[src/rtl/iir_pkg.sv]
// Shared definitions for the IIR datapath: FSM state encoding and byte width.
package iir_pkg;

    localparam int BYTE_W = 8;

    typedef enum logic [1:0] {
        ST_IDLE = 2'd0,
        ST_RUN  = 2'd1,
        ST_DONE = 2'd2
    } state_t;

endpackage

[src/rtl/wide_add_seq_fa_8bit.sv]
// FA_8bit: plain 8-bit ripple-carry adder, the single arithmetic resource
// that wide_add_seq reuses once per byte.
module FA_8bit
    import iir_pkg::*;
(
    input  logic [BYTE_W-1:0] i_a,
    input  logic [BYTE_W-1:0] i_b,
    input  logic              i_cin,
    output logic [BYTE_W-1:0] o_sum,
    output logic              o_cout
);

    logic r_c;

    // Ripple the carry bit by bit from LSB to MSB.
    always_comb begin
        r_c   = i_cin;
        o_sum = '0;
        for (int i = 0; i < BYTE_W; i++) begin
            o_sum[i] = i_a[i] ^ i_b[i] ^ r_c;
            r_c      = (i_a[i] & i_b[i]) | (r_c & (i_a[i] ^ i_b[i]));
        end
        o_cout = r_c;
    end

endmodule

[src/rtl/wide_add_seq.sv]
// wide_add_seq: byte-serial wide adder. One FA_8bit is stepped across the
// NBYTES bytes of the operands, carry held in a register between cycles.
// Optional subtract mode is enabled by defining WIDE_ADD_SEQ_SUB_EN, which
// adds the 'sub' port; otherwise the block always computes A+B+c_in.
//
// Handshake: a transfer happens on a rising edge where valid and ready are
// both high. Input side accepts only in IDLE; output side holds result,
// c_out and ovf stable from out_valid rising until out_ready is sampled high.
module wide_add_seq
    import iir_pkg::*;
#(
    parameter int NBYTES = 4
) (
    input  logic                     clk,
    input  logic                     rst,
    input  logic                     in_valid,
    output logic                     in_ready,
    input  logic [8*NBYTES-1:0]      a,
    input  logic [8*NBYTES-1:0]      b,
    input  logic                     c_in,
`ifdef WIDE_ADD_SEQ_SUB_EN
    input  logic                     sub,
`endif
    output logic                     out_valid,
    input  logic                     out_ready,
    output logic [8*NBYTES-1:0]      result,
    output logic                     c_out,
    output logic                     ovf,
    output logic [1:0]               dbg_state
);

    localparam int W     = BYTE_W * NBYTES;
    localparam int CNT_W = $clog2(NBYTES);
    localparam logic [CNT_W-1:0] LAST_BYTE = CNT_W'(NBYTES - 1);

    state_t               r_state;
    state_t               w_state_nxt;
    logic [W-1:0]         r_a;
    logic [W-1:0]         r_b;
    logic                 r_carry;
    logic [CNT_W-1:0]     r_cnt;
    logic [W-1:0]         r_result;
    logic                 r_c_out;
    logic                 r_ovf;

    logic                 w_accept;
    logic                 w_last;
    logic [CNT_W+2:0]     w_base;
    logic [BYTE_W-1:0]    w_sum;
    logic                 w_cout;
    logic [W-1:0]         w_b_lat;
    logic                 w_c_lat;

    assign w_accept = in_valid && (r_state == ST_IDLE);
    assign w_last   = (r_cnt == LAST_BYTE);
    assign w_base   = {r_cnt, 3'b000};

    // Operand B and initial carry as latched on accept; subtract is A + ~B + 1.
`ifdef WIDE_ADD_SEQ_SUB_EN
    assign w_b_lat = sub ? ~b : b;
    assign w_c_lat = sub ? 1'b1 : c_in;
`else
    assign w_b_lat = b;
    assign w_c_lat = c_in;
`endif

    FA_8bit u_fa (
        .i_a    (r_a[w_base +: BYTE_W]),
        .i_b    (r_b[w_base +: BYTE_W]),
        .i_cin  (r_carry),
        .o_sum  (w_sum),
        .o_cout (w_cout)
    );

    // State register.
    always_ff @(posedge clk) begin
        if (rst) r_state <= ST_IDLE;
        else     r_state <= w_state_nxt;
    end

    // Next-state logic: accept in IDLE, step bytes in RUN, wait for consumer in DONE.
    always_comb begin
        w_state_nxt = r_state;
        case (r_state)
            ST_IDLE: if (in_valid)  w_state_nxt = ST_RUN;
            ST_RUN:  if (w_last)    w_state_nxt = ST_DONE;
            ST_DONE: if (out_ready) w_state_nxt = ST_IDLE;
            default:                w_state_nxt = ST_IDLE;
        endcase
    end

    // Datapath: latch operands on accept, write one sum byte per RUN cycle.
    always_ff @(posedge clk) begin
        if (rst) begin
            r_a      <= '0;
            r_b      <= '0;
            r_carry  <= 1'b0;
            r_cnt    <= '0;
            r_result <= '0;
            r_c_out  <= 1'b0;
            r_ovf    <= 1'b0;
        end else if (w_accept) begin
            r_a     <= a;
            r_b     <= w_b_lat;
            r_carry <= w_c_lat;
            r_cnt   <= '0;
        end else if (r_state == ST_RUN) begin
            r_result[w_base +: BYTE_W] <= w_sum;
            r_carry                    <= w_cout;
            if (w_last) begin
                r_cnt   <= '0;
                r_c_out <= w_cout;
                r_ovf   <= (r_a[W-1] == r_b[W-1]) && (w_sum[BYTE_W-1] != r_a[W-1]);
            end else begin
                r_cnt <= r_cnt + 1'b1;
            end
        end
    end

    assign in_ready  = (r_state == ST_IDLE);
    assign out_valid = (r_state == ST_DONE);
    assign result    = r_result;
    assign c_out     = r_c_out;
    assign ovf       = r_ovf;
    assign dbg_state = r_state;

endmodule

[config.mk]
export PLATFORM = sky130hd
export DESIGN_NAME = wide_add_seq
export DESIGN_NICKNAME = d
export VERILOG_FILES = /design/src/rtl/iir_pkg.sv /design/src/rtl/wide_add_seq_fa_8bit.sv /design/src/rtl/wide_add_seq.sv
export SDC_FILE = /design/constraint.sdc
export NUM_CORES = 1
export LEC_CHECK = 0
export ABC_AREA = 1
export BUFFER_PORTS_ARGS = -buffer_cell sky130_fd_sc_hd__clkbuf_2
export CAP_MARGIN = 5
export CORE_ASPECT_RATIO = 0.8
export CORE_UTILIZATION = 54
export CTS_CLUSTER_SIZE = 25
export DETAILED_ROUTE_END_ITERATION = 8
export GPL_TIMING_DRIVEN = 0
export MAX_ROUTING_LAYER = met4
export PLACE_DENSITY = 0.85
export SYNTH_ARGS = -nofsm -noshare
export SYNTH_HDL_FRONTEND = slang
export SYNTH_SLANG_ARGS = --single-unit
[constraint.sdc]
create_clock -name clk -period 4.7 [get_ports clk]
set_input_delay 0 -clock clk [delete_from_list [all_inputs] [get_ports clk]]
set_output_delay 0 -clock clk [all_outputs]
set_load 0.02 [all_outputs]
==> qor.tcl, run 1 <==
set qor(outcome) {finished, final reports clean}
set qor(worst_path_most_repeated_cell) {sky130_fd_sc_hd__fa_1}
set qor(worst_setup_path_end_kind) {flop}
set qor(path_buf_inv) 4
set qor(synth_seq_cells) 103
set qor(dp.cells) 863
set qor(numClockSinks) 103
set qor(synth.yosys.warnings) 0
set qor(die_area_sq_um) 8960
set qor(overflow) 0
set qor(antenna-diode-count) 0
set qor(fin_nets) 914
set qor(initial_core_util_pct) 57.0
set qor(detailedPlace.worstSlack_ns) 0.00110
set qor(cts-root-buf) {sky130_fd_sc_hd__clkbuf_8}
set qor(number_of_standard_cell_rows_in_the_floorplan) 29
set qor(critical_path.reg2reg.startpoint) {r_cnt[0]}
set qor(power.density_cell_area_nw_per_um2) 317
set qor(share_of_cell_area_taken_by_muxes_after_synthesis_pct) 0
set qor(worst_slew_pin_slew_ns) 0.650
set qor(dieWidth_um) 106
set qor(globalplace.congestion) 0.952
set qor(min-delay-path-class) {in -> reg}
set qor(placedInstanceArea_sq_um) 5300
set qor(synth.cell_area_sq_um) 4630
set qor(final.setup.tns_ns) 0
set qor(htree_depth) 3
set qor(ys_seq_area_share_pct) 44.5
set qor(critical-path-slowest-cell) {sky130_fd_sc_hd__fa_2}
set qor(final_cell_area_sq_um) 6180
set qor(tritoncts.num_buffers) 9
set qor(vertical_die_dimension_um) 84.9
set qor(critPathTopFamily) {adder cells}
set qor(final_common_cell) {sky130_fd_sc_hd__nor2_1}
set qor(worst_skew_pair.late_latency_ns) 0.37
set qor(antenna_found_initial) 0
set qor(area_delta_synth_final_pct) 33.4
set qor(synthCells) 649
set qor(synth_compound_area_share_pct) 16.6
set qor(clk_pin_slew_worst_paths_ns) 0.10
set qor(final.min_clock_period_ns) 4.53
set qor(wl_um) 14500
set qor(post-dp-hpwl_um) 9710
set qor(min-delay-start) {in_valid}
set qor(max_stage_delay_ns) 0.61
set qor(filler_cell_count) 609
set qor(synthSimpleGateAreaFrac_pct) 26.0
set qor(top_usage_layer) {met2}
set qor(static_leakage_power_nw) 2.82
set qor(timing.final.ws_setup_ns) 0.169
set qor(post_layout_nonfiller_instances) 942
set qor(met3_usage_pct) 6.07
set qor(final.period_utilization_pct) 96.4
set qor(drt_first_iter_violations) 373
set qor(grt_max_degree) 17
set qor(max_clock_freq_mhz) 221
set qor(route.antenna.remaining_nets) 0
set qor(grt_util_all_layers_pct) 35.1
set qor(synth-adder-area-share_pct) 5.08
set qor(met1_usage_pct) 43.3
set qor(rsz0062_at_grt) {false}
set qor(synth_top_family_by_area) {simple AND/OR/NAND/NOR gates}
set qor(worst_slew_margin_rel_pct) 56.6
set qor(cp-startpoint) {r_cnt[0]}
set qor(timing.critical_path.arrival_ns) 4.84
set qor(syn_area_per_cell_sq_um) 7.14
set qor(finalMaxSlewViolations) 0
set qor(critical_path_cell_sequence) {clkbuf_4, clkbuf_4, o21ai_0, a21oi_2, fa_1, fa_1, fa_1, fa_1, inv_1, fa_1, fa_1, fa_1, fa_2, inv_1, nor2_1, nand2_1, nor2_1, nor2_1, nor2_1}
set qor(post_synth_num_cell_types) 22
set qor(cts_setup_buffers) 0
set qor(vias) 4971
set qor(finalHoldViolCount) 0
set qor(timing.final.setup_violations) 0
set qor(globalRouteMet2Util_pct) 58.4
set qor(fin_worst_skew_ns) 0.0101
set qor(mappedNetlistNets) 732
set qor(crit_path_start_kind) {flop}
set qor(post_drt_wl_per_cell_um) 15.4
set qor(first_pass_iters) 5
set qor(cts_max_path_buffers) 2
set qor(worst_ep_required_time_ns) 5.01
set qor(drt-vias-per-instance) 5.28
set qor(via_count_of_the_first_global_routing_pass) 4889
set qor(grt_first_pass_wirelength_um) 23500
set qor(critical_path.max_fanout) 10
set qor(io_buffers) 106
set qor(irDropWorstVdd_v) 0.000159
set qor(path_class) {reg -> reg}
set qor(drc) 0
set qor(placeableCoreArea_sq_um) 8130
set qor(drv_cap) 0
set qor(mostFrequentLayoutCells) {189 x sky130_fd_sc_hd__nor2_1, 110 x sky130_fd_sc_hd__clkbuf_2, 101 x sky130_fd_sc_hd__dfxtp_1, 96 x sky130_fd_sc_hd__o21ai_0, 76 x sky130_fd_sc_hd__nand2_1}
set qor(drive_above_1_share_pct) 18.7
set qor(io-pin-count) 107
set qor(synthXorXnorAreaFrac_pct) 0
set qor(tritoncts) {yes}
## final timing paths
| check | end | slack (ns) | cells after the start |
|---|---|---|---|
| min reg2reg | r_a[1] | 0.45 | 2 |
| max reg2reg | result[15] | 0.17 | 19 |
| max | result[15] | 0.17 | 19 |
| min | r_b[6] | 0.13 | 5 |
## cells in the mapped netlist, drive strengths merged
| cell | count | share of area, % |
|---|---|---|
| a21oi | 44 | 4.8 |
| dfxtp | 103 | 44 |
| nor2 | 193 | 16 |
| nand4 | 1 | 0.14 |
| inv | 50 | 4.0 |
| nand2 | 80 | 6.9 |
| ha | 6 | 1.6 |
| fa | 8 | 3.5 |
| clkbuf | 16 | 1.3 |
| o21ai | 101 | 11 |
| nand3 | 22 | 2.6 |
| o22ai | 7 | 0.94 |
| buf | 18 | 2.5 |
## metrics by stage
stage / total power, mW / utilization, % / hold slack, ns
after floorplan: 1.20 / - / 0.142
after detailed placement: 1.32 / 65.2 / 0.247
final: 1.96 / 76.1 / 0.129
after CTS: 1.95 / 75.9 / 0.125
after global routing: 2.05 / 76.1 / 0.156
after global placement: 1.31 / 65.2 / 0.243
## sequential cells by signal (all words and copies together), names as in the netlist
name and cells:
result 32, r_carry 1, c_out 1, r_cnt 2, r_b 32, r_a 32, ovf 1, dbg_state 2
## repair_timing
item / 4_1_cts / 5_1_grt
cloned: 0 / 0
endpoints found under the hold margin: 66 / 0
hold buffers: 66 / 0
gates resized for setup: 2 / 11
endpoints found under the setup margin: 1 / 4
## tightest hold or removal path, delay by kind of cell
kind,cells,cell delay [ns]
buf+inv,2,0.20
simple gates,3,0.25
## where the power goes
group	total (mW)	internal (mW)	switching [mW]	leakage, nW
sequential	0.966	0.929	0.0363	0.847
combinational	0.400	0.167	0.233	1.87
clock	0.596	0.297	0.299	0.106
## cell type report
| type | instances | area, sq um | share of cell area, % |
|---|---|---|---|
| buffer | 33 | 183 | 2.95 |
| clock buffer | 9 | 124 | 2.00 |
| clock inverter | 5 | 82.6 | 1.34 |
| inverter | 50 | 188 | 3.04 |
| multi-input combinational | 462 | 2210 | 35.8 |
| sequential | 103 | 2060 | 33.4 |
| tap | 108 | 135 | 2.19 |
| timing repair buffer | 172 | 1190 | 19.3 |
## layer usage
metal / routed length (um) / share of wire (%) / up-vias
met2: 6910 / 48 / 236
met3: 1140 / 7.9 / 35
li1: - / - / 2430
met4: 344 / 2.4 / 0
met5: 0 / 0 / -
met1: 6080 / 42 / 2270
## logic make-up after synthesis
kind of cell,Yosys count
DFF,103
AOI/OAI and AO/OA,152
buffers and inverters,84
adders and majority gates,14
and+or+nand+nor,296
Note: power is estimated with default switching activity, not from simulation.
==> run 2, diff against run 1 <==
--- a/config.mk
+++ b/config.mk
@@ -10,4 +10,5 @@
 export CAP_MARGIN = 5
 export CORE_ASPECT_RATIO = 0.8
+export CORE_MARGIN = 2
 export CORE_UTILIZATION = 54
 export CTS_CLUSTER_SIZE = 25
@@ -16,4 +17,5 @@
 export MAX_ROUTING_LAYER = met4
 export PLACE_DENSITY = 0.85
+export REMOVE_ABC_BUFFERS = 1
 export SYNTH_ARGS = -nofsm -noshare
 export SYNTH_HDL_FRONTEND = slang
==> constraint.sdc (replaced) <==
create_clock -name clk -period 4.7 [get_ports clk]
set_input_delay 0 -clock clk [delete_from_list [all_inputs] [get_ports clk]]
set_output_delay 0 -clock clk [all_outputs]
set_load 0.05 [all_outputs]
==> run 2 against run 1 <==
Against the previous run:
- clock skew is 0.0010 ns lower
- highest routed layer unchanged
- clock power is essentially flat
- via count fell by 4.3%
- register-to-register slack improved by 0.14 ns
- critical endpoint unchanged
- sequential power barely moved
- count of clock-buffer cells in the layout up 2
- global-route usage is 7.3 points lower
==> qor.tcl, run 2 (same netlist as run 1, synthesis figures left out) <==
set qor(drt-vias-per-instance) 5.17 ;# -2.0%
set qor(finalHoldViolCount) 0 ;# unchanged
set qor(tritoncts) {yes}
set qor(vertical_die_dimension_um) 86.9 ;# +2.4%
set qor(worst_skew_pair.late_latency_ns) 0.37 ;# about the same
set qor(worst_slew_margin_rel_pct) 35.9 ;# -21 points
set qor(drv_cap) 0 ;# unchanged
set qor(drt_first_iter_violations) 331 ;# -11%
set qor(via_count_of_the_first_global_routing_pass) 4419 ;# -9.6%
set qor(antenna_found_initial) 0 ;# unchanged
set qor(worst_ep_required_time_ns) 5.00 ;# about the same
set qor(irDropWorstVdd_v) 0.000196 ;# +24%
set qor(post_drt_wl_per_cell_um) 13.7 ;# -11%
set qor(post-dp-hpwl_um) 7230 ;# -26%
set qor(grt_max_degree) 79 ;# +62
set qor(timing.final.setup_violations) 0 ;# unchanged
set qor(htree_depth) 3 ;# unchanged
set qor(drc) 0 ;# unchanged
set qor(outcome) {finished, final reports clean}
set qor(met3_usage_pct) 5.09 ;# -0.98 points
set qor(drive_above_1_share_pct) 17.7 ;# -1.0 points
set qor(antenna-diode-count) 0 ;# unchanged
set qor(wl_um) 12600 ;# -13%
set qor(worst-r2r-setup-slack_ns) 0.31 ;# +0.14 ns
set qor(final_cell_area_sq_um) 6080 ;# -1.7%
set qor(utilization_pct) 72.3 ;# -3.8 points
set qor(max_clock_freq_mhz) 228 ;# +3.1%
set qor(static_leakage_power_nw) 2.74 ;# -2.8%
set qor(clk_pin_slew_worst_paths_ns) 0.09 ;# about the same
set qor(final.setup.tns_ns) 0 ;# unchanged
set qor(die_area_sq_um) 9340 ;# +4.3%
set qor(numClockSinks) 103 ;# unchanged
set qor(path_class) {reg -> reg}
set qor(mostFrequentLayoutCells) {189 x sky130_fd_sc_hd__nor2_1, 106 x sky130_fd_sc_hd__clkbuf_2, 101 x sky130_fd_sc_hd__dfxtp_1, 96 x sky130_fd_sc_hd__o21ai_0, 76 x sky130_fd_sc_hd__nand2_1}
set qor(worst_slew_pin_slew_ns) 0.961 ;# +0.311 ns
set qor(placeableCoreArea_sq_um) 8410 ;# +3.4%
set qor(final_common_cell) {sky130_fd_sc_hd__nor2_1}
set qor(cts-root-buf) {sky130_fd_sc_hd__clkbuf_8}
set qor(top_usage_layer) {met2}
set qor(grt_util_all_layers_pct) 27.8 ;# -7.3 points
set qor(area_delta_synth_final_pct) 31.2
set qor(multiInputGateArea_sq_um) 2210 ;# -0.28%
set qor(tritoncts.num_buffers) 9 ;# unchanged
set qor(worst_path_most_repeated_cell) {sky130_fd_sc_hd__fa_1}
set qor(route.antenna.remaining_nets) 0 ;# unchanged
set qor(filler_cell_count) 654 ;# +7.4%
set qor(vias) 4759 ;# -4.3%
set qor(globalplace.congestion) 0.891 ;# -6.4%
set qor(globalRouteMet2Util_pct) 48.1 ;# -10 points
set qor(io-pin-count) 107 ;# unchanged
set qor(number_of_standard_cell_rows_in_the_floorplan) 30 ;# +3.4%
set qor(critical_path_cell_sequence) {clkinvlp_4, a21oi_1, fa_1, fa_1, fa_1, fa_1, inv_1, fa_1, fa_1, fa_1, fa_1, inv_1, nor2_1, nand2_1, nor2_1, nor2_1, nor2_1}
set qor(met1_usage_pct) 33.0 ;# -10 points
set qor(grt_first_pass_wirelength_um) 19900 ;# -15%
set qor(worst_setup_path_end_kind) {flop}
set qor(placedInstanceArea_sq_um) 5130 ;# -3.2%
set qor(fin_worst_skew_ns) 0.00908 ;# -0.00100 ns
set qor(ff_latch_area_sq_um) 2070 ;# +0.24%
set qor(rsz0062_at_grt) {false}
set qor(timing.critical_path.arrival_ns) 4.69 ;# -0.15 ns
set qor(final.min_clock_period_ns) 4.39 ;# -0.137 ns
set qor(fin_nets) 887 ;# -3.0%
set qor(critPathTopFamily) {adder cells}
set qor(critical_path.max_fanout) 21 ;# +11
set qor(critical-path-slowest-cell) {sky130_fd_sc_hd__fa_1}
set qor(io_buffers) 106 ;# unchanged
set qor(crit_path_start_kind) {flop}
set qor(power.density_cell_area_nw_per_um2) 322 ;# +1.4%
set qor(path_buf_inv) 3 ;# -1
set qor(initial_core_util_pct) 55.1 ;# -1.9 points
set qor(post_layout_nonfiller_instances) 920 ;# -2.3%
set qor(first_pass_iters) 5 ;# unchanged
set qor(overflow) 0 ;# unchanged
set qor(final.period_utilization_pct) 93.5 ;# -2.9 points
set qor(dieWidth_um) 108 ;# +1.9%
set qor(min-delay-path-class) {in -> reg}
set qor(max_stage_delay_ns) 0.58 ;# -0.03 ns
set qor(cts_max_path_buffers) 2 ;# unchanged
set qor(finalMaxSlewViolations) 0 ;# unchanged
set qor(dp.cells) 833 ;# -3.5%
[run 2: changes by cell type in the layout (fill, tap and decap cells not counted), moves of 2 or more]
cell                         change
sky130_fd_sc_hd__buf_2           -7
sky130_fd_sc_hd__buf_4           -2
sky130_fd_sc_hd__buf_6           -2
sky130_fd_sc_hd__clkbuf_1       -11
sky130_fd_sc_hd__clkbuf_2        -4
sky130_fd_sc_hd__clkbuf_4        -2
sky130_fd_sc_hd__clkinvlp_2      +2
sky130_fd_sc_hd__clkinvlp_4      +2
sky130_fd_sc_hd__dfxtp_2         -2
sky130_fd_sc_hd__dfxtp_4         +2
sky130_fd_sc_hd__inv_1           -3
sky130_fd_sc_hd__inv_6           -2
[run 2: power by group]
group          leakage, nW  internal (mW)  switching [mW]
registers            0.848          0.928          0.0342
logic                 1.78          0.157           0.237
clock network        0.109          0.310           0.289
total                 2.74           1.40           0.560
[run 2: routing by layer]
metal / vias up / part of all wire (%)
met3: 32 / 7.1
met1: 2130 / 42
met4: 0 / 2.0
li1: 2379 / -
met5: - / 0
met2: 218 / 49
[run 2: metrics by stage]
| stage | setup WS (ns) | power, mW | hold WS [ns] |
|---|---|---|---|
| global route | 0.0415 | 2.04 | 0.244 |
| finish | 0.306 | 1.96 | 0.216 |
| global placement | -1.45 | 1.30 | 0.241 |
| detailed placement | -0.742 | 1.31 | 0.243 |
| CTS | 0.0182 | 1.94 | 0.200 |
| floorplan | -0.304 | 1.20 | 0.0691 |
[run 2: path summary, 6_finish.rpt]
kind,depth (start not counted),startpoint,to
max,17,r_cnt[1],result[15]
max reg2reg,17,r_cnt[1],result[15]
min reg2reg,2,r_b[0],r_b[0]
min,2,rst,result[9]
[run 2: final cells by class]
| type | instances | area share (%) |
|---|---|---|
| Clock buffer | 11 | 2.33 |
| Clock inverter | 4 | 1.15 |
| Inverter | 50 | 3.21 |
| Multi-Input combinational cell | 462 | 36.3 |
| Sequential cell | 103 | 34.0 |
| Tap cell | 112 | 2.30 |
| Timing Repair Buffer | 176 | 20.5 |
| Timing Repair inverter | 2 | 0.165 |
[run 2: worst register-to-register path, stage by stage (launching register included)]
cell and delay (ns):
sky130_fd_sc_hd__dfxtp_4 0.53, sky130_fd_sc_hd__clkinvlp_4 0.27, sky130_fd_sc_hd__a21oi_1 0.24, sky130_fd_sc_hd__fa_1 0.23, sky130_fd_sc_hd__fa_1 0.18, sky130_fd_sc_hd__fa_1 0.20, sky130_fd_sc_hd__fa_1 0.17, sky130_fd_sc_hd__inv_1 0.05
sky130_fd_sc_hd__fa_1 0.43, sky130_fd_sc_hd__fa_1 0.41, sky130_fd_sc_hd__fa_1 0.41, sky130_fd_sc_hd__fa_1 0.58, sky130_fd_sc_hd__inv_1 0.08, sky130_fd_sc_hd__nor2_1 0.19, sky130_fd_sc_hd__nand2_1 0.09, sky130_fd_sc_hd__nor2_1 0.12
sky130_fd_sc_hd__nor2_1 0.05, sky130_fd_sc_hd__nor2_1 0.09
[run 2: timing repair]
action,in CTS,in global routing
setup endpoints to repair,12,5
hold endpoints to repair,66,0
buffers inserted,1,3
hold buffers,66,0
gates cloned,1,1
gates resized for setup,3,2
